**config.mk**
```make
export PLATFORM = sky130hd
export DESIGN_NAME = mux_4_to_1
export DESIGN_NICKNAME = d
export VERILOG_FILES = /design/src/rtl/mux_4_to_1.sv
export SDC_FILE = /design/constraint.sdc
export NUM_CORES = 1
export LEC_CHECK = 0
export BUFFER_PORTS_ARGS = -buffer_cell sky130_fd_sc_hd__buf_2
export CAP_MARGIN = 20
export CELL_PAD_IN_SITES_DETAIL_PLACEMENT = 0
export CELL_PAD_IN_SITES_GLOBAL_PLACEMENT = 1
export CORE_MARGIN = 1
export CORE_UTILIZATION = 21
export DETAILED_ROUTE_END_ITERATION = 10
export PLACE_DENSITY = 0.74
export SLEW_MARGIN = 10
export SYNTH_ARGS = -nofsm -noshare
export SYNTH_HDL_FRONTEND = slang
export SYNTH_SLANG_ARGS = --single-unit
```
**constraint.sdc**
```tcl
create_clock -name clk -period 1 [get_ports clk]
set_input_delay 0.05 -clock clk [delete_from_list [all_inputs] [get_ports clk]]
set_output_delay 0.05 -clock clk [all_outputs]
set_load 0.03 [all_outputs]
```
**src/rtl/mux_4_to_1.sv**
```systemverilog
// ---------------------------------------------------------------------------
// mux_4_to_1
//
// Purpose:
//   WIDTH-bit, 4-input data selector used in the CPU datapath (register-file
//   read paths, ALU operand selection). The primary output is purely
//   combinational. A registered copy of the selected data, the registered
//   select, and a one-cycle select-change strobe are also provided for
//   pipelined consumers.
//
// Handshake:
//   None. There is no valid/ready protocol. Every input is taken as valid on
//   every cycle, and the registered outputs update on every rising edge.
//
// Ports (in positional order; existing positional users connect the first six):
//   in1     in  [WIDTH-1:0]  data selected when sel = 2'b00
//   in2     in  [WIDTH-1:0]  data selected when sel = 2'b01
//   in3     in  [WIDTH-1:0]  data selected when sel = 2'b10
//   in4     in  [WIDTH-1:0]  data selected when sel = 2'b11
//   sel     in  [1:0]        select code
//   out     out [WIDTH-1:0]  combinational selected data (valid during reset)
//   clk     in               rising-edge clock for the registered path
//   rst_n   in               synchronous active-low reset
//   out_r   out [WIDTH-1:0]  out, registered one cycle
//   sel_r   out [1:0]        sel, registered one cycle
//   sel_chg out              high for one cycle after sel differed from sel_r
// ---------------------------------------------------------------------------
module mux_4_to_1 #(
  parameter int WIDTH = 16
) (
  input  logic [WIDTH-1:0] in1,
  input  logic [WIDTH-1:0] in2,
  input  logic [WIDTH-1:0] in3,
  input  logic [WIDTH-1:0] in4,
  input  logic [1:0]       sel,
  output logic [WIDTH-1:0] out,
  input  logic             clk,
  input  logic             rst_n,
  output logic [WIDTH-1:0] out_r,
  output logic [1:0]       sel_r,
  output logic             sel_chg
);

  // Flat selection with no priority between the arms. The default arm is
  // reached only when sel carries X/Z in simulation. In that case it drives
  // all-X, so an undefined select is visible downstream. Because out is
  // assigned on every path, no latch is inferred.
  always_comb begin
    out = {WIDTH{1'bx}};
    case (sel)
      2'b00:   out = in1;
      2'b01:   out = in2;
      2'b10:   out = in3;
      2'b11:   out = in4;
      default: out = {WIDTH{1'bx}};
    endcase
  end

  // Registered path. sel_chg compares the incoming sel against the previous
  // registered value. After reset releases, that previous value is 2'b00, so
  // a nonzero first select raises the strobe.
  always_ff @(posedge clk) begin
    if (!rst_n) begin
      out_r   <= '0;
      sel_r   <= 2'b00;
      sel_chg <= 1'b0;
    end else begin
      out_r   <= out;
      sel_r   <= sel;
      sel_chg <= (sel != sel_r);
    end
  end

endmodule

```
* Yosys cells after proc, flatten, opt, wreduce, memory -nomap -nowiden
Cells that the tools add are included.
** Cells by class
- Muxes and demuxes :: 1
- Multipliers :: 0
- Div/mod/pow operators :: 0
- Shift-type cells :: 0
- Equality and inequality tests :: 4
- Reductions and logical operators :: 1
- Bitwise operators :: 0
- Magnitude comparators :: 0
- $add $sub $neg :: 0
** Operators by type and width (count)
- case mux 16 bit (4 select lines) :: 1
- equality test 2 bit (second input constant) :: 2
- equality test 2 x 1 -> 1 bit (second input constant) :: 1
- logical NOT 2 bit :: 1
- inequality test 2 bit :: 1
** Word-level totals
- Bits in writable memories :: 0
- Memories :: 0
- Register bits after elaboration :: 19
- Word-level logic and storage cells :: 9
- Bits in latches :: 0
- Bits in read-only memories :: 0
- Output and inout port bits :: 35
- Input port bits :: 68

* Depth between registers and ports, before layout
- Depth after elaboration :: 2
- Depth in mapped cells :: 4

* Worst setup path before layout
No wires, ideal clock.
- Path type :: input -> register
- Start :: input sel[0]
- End :: register out_r[0]
- Setup time :: 0.115 ns
- Stages :: 3
- Data required time :: 0.885 ns
- Arrival time :: 1.127 ns
- Setup slack :: -0.242 ns
- Cells stage by stage :: buf_6 > mux4_1 > and2_1
** Between the ends
- Longest elaborated chain between the ends :: 2
- Elaborated cells between the ends (all ways) :: 5
- Those cells by class :: eq/ne: 3; mux: 1; reduce/logical: 1
** RTL lines
- start: declaration :: line 35 : input logic [1:0] sel,
- equality test 2 bit, or another cell as far along :: line 50 : case (sel)
- case mux 16 bit (4 select lines) (*) :: line 50
- named net out[0] :: line 36 : output logic [WIDTH-1:0] out,
- end signal: assignment :: line 68 : out_r <= out;
- end: declaration :: line 39 : output logic [WIDTH-1:0] out_r,
The timed path passes the listed nets; every way through them passes the cells marked *.
A chain may end at the register's enable or synchronous reset.

* Worst setup path in the final report
- Start :: input sel[0]
- End :: output out[6]
** Between the ends
- Longest elaborated chain between the ends :: 2
- Elaborated cells between the ends (all ways) :: 5
- Those cells by class :: eq/ne: 3; mux: 1; reduce/logical: 1
** RTL lines (line)
- equality test 2 bit, or another cell as far along :: 50
- case mux 16 bit (4 select lines) (*) :: 50
- end: declaration :: 36
Every way passes the cells marked *; elsewhere a longest branch is shown, timed or not.

==> metrics <==
run status finished, violations left; failing checks negative setup slack; slowest stage cell, crit path mux4_2; Root Buffer clkbuf_8; first-pass GRT wire length 4.89 mm; final net count 241; DRC 0; Hold Slack 0.151 ns; ANT nets after route 0; antenna cell count 0; syn avg cell area 15.4 um2; core area 0.00435 mm2; commonest non-fill, non-tap cell in the layout buf_2; chip height 69.4 um; RSZ-0062 raised after global routing yes; Syn Nets 130; drt first pass iters 4; sequential-to-total area share from yosys stat 0.398; Worst Tran Pin Value 0.267 ns; most frequent CP cell buf_12; CTS max path bufs 2; CTS clk-pin slew, worst paths 0.08 ns; worst-path fanout max 7; Clock Latency Late Sink 0.25 ns; Post-Place Setup Slack -0.144 ns; final setup violation count 10; CTS sink cnt 19; synth warn 0; layout cells sized above 1 0.762; vias 955; final setup margin -0.0433 ns; crit path DAT 0.99 ns; number of global-route vias before repair 967; synthesis-to-finish area growth 82.8%; dpl cells 215; Worst setup EP type output pin; IO Count 103; TritonCTS buffer count 3; worst min path class input pin to register; vias per std cell 4.26; total of max-cap violations 0; die area 0.00482 mm2; Setup Skew 0.00787 ns; initial antenna violation count 0; Total Wirelength 3.11 mm; Final period util 1.04; count of cell types in the netlist 12; H-tree depth 1; peak supply drop 0.506 mV; IO Port Bufs 102; overall routing resource usage 0.131; largest net degree at the start of global routing 20; Rows 24; routed length per placed instance 13.9 um; Finished Layout Cells 224; Slew HR 0.822; min cycle time layout 1.04 ns; crit path cell chain buf_12, buf_12, mux4_2, buf_6; Req. time, crit path 0.95 ns; final slew viol count 0; critical path launch point type input pin; final hold viol count 0; fill count 422; cells after synthesis 62; RePlAce Congestion 0.766; DR iter-0 viols 33; flops & latches, synth 19; Die X-Extent 69.4 um; Lkg Pwr 0.000869 uW; worst setup path class input pin to output pin; commonest non-fill, non-tap cells in the layout buf_2 (85), dfxtp_1 (19), and2_1 (17), buf_6 (17), mux4_2 (16); pwr dens 1300 mW/mm2; f_max 958 MHz; TritonCTS clock tree built; Initial Utilization 0.219; Worst path max stage delay 0.55 ns; GRT overflow 0; mapped cell area 955 um2
-- power by group --
part / internal (uW) / switching [uW] / total [uW]
sequential: 816 / 15.6 / 831
clock: 276 / 255 / 531
combinational: 447 / 458 / 905
-- flip-flops by register name, summed over array words and instances, names as in the netlist --
name,cells
sel_chg,1
sel_r,2
out_r,16
-- critical path: cells and delay by family --
kind	cells	cell delay (ns)
muxes	1	0.55
buffers and inverters	3	0.39
-- timing repair --
action | CTS | global route
gates resized for setup | 38 | 0
hold buffers | 0 | 0
buffers inserted | 2 | 2
endpoints found under the setup margin | 16 | 16
cloned | 1 | 0
-- layout make-up --
cell class	count	area (um2)	share of cell area
tap	52	65.1	0.0373
inverter	1	3.75	0.00215
clock inverter	1	5.00	0.00287
clock buffer	3	41.3	0.0237
sequential	19	380	0.218
multi-input combinational	37	495	0.284
timing repair buffer	111	754	0.432
-- through the flow --
step | power, uW | area (um2) | utilization | setup TNS [ns]
floorplan | 1330 | 933 | - | -2.18
global placement | 1610 | 1520 | 0.350 | -3.27
detailed placement | 1620 | 1520 | 0.350 | -3.55
CTS | 2270 | 1730 | 0.397 | -0.246
global route | 2380 | 1750 | 0.401 | -0.565
finish | 2270 | 1750 | 0.401 | -0.172
-- metal layers --
metal | vias up | track usage | wire, um
met5 | - | 0 | 0
met4 | 0 | 0.0544 | 50
met3 | 4 | 0.0189 | 203
met2 | 55 | 0.236 | 1710
met1 | 448 | 0.155 | 1150
li1 | 448 | - | -
-- kinds of logic (layout without fill, tap and decap cells) --
logic type      after synthesis  after routing  share of synthesized area
flops                        19             19                      0.398
simple gates                 18             18                      0.115
mux                          16             16                      0.409
buf+inv                       6            116                     0.0511
xor+xnor                      2              2                     0.0184
compound gates                1              1                    0.00787
-- Yosys cell counts --
master    count  area share
dfxtp_1      19        0.40
and2_1       17        0.11
mux4_1        8        0.22
mux4_2        8        0.19
buf_2         2       0.010
xnor2_1       2       0.018
a21boi_0      1      0.0079
buf_12        1       0.021
buf_6         1       0.012
clkbuf_1      1      0.0039
inv_1         1      0.0039
nand2_1       1      0.0039
-- path summary, 6_finish.rpt --
path	depth (start not counted)	endpoint	startpoint	slack [ns]
setup / recovery	4	out[6]	sel[0]	-0.04
hold / removal	3	sel_r[0]	rst_n	0.15
setup reg to reg	2	sel_chg	sel_r[0]	0.34
hold reg to reg	2	sel_chg	sel_r[1]	0.53
Note: power is estimated with default switching activity, not from simulation.
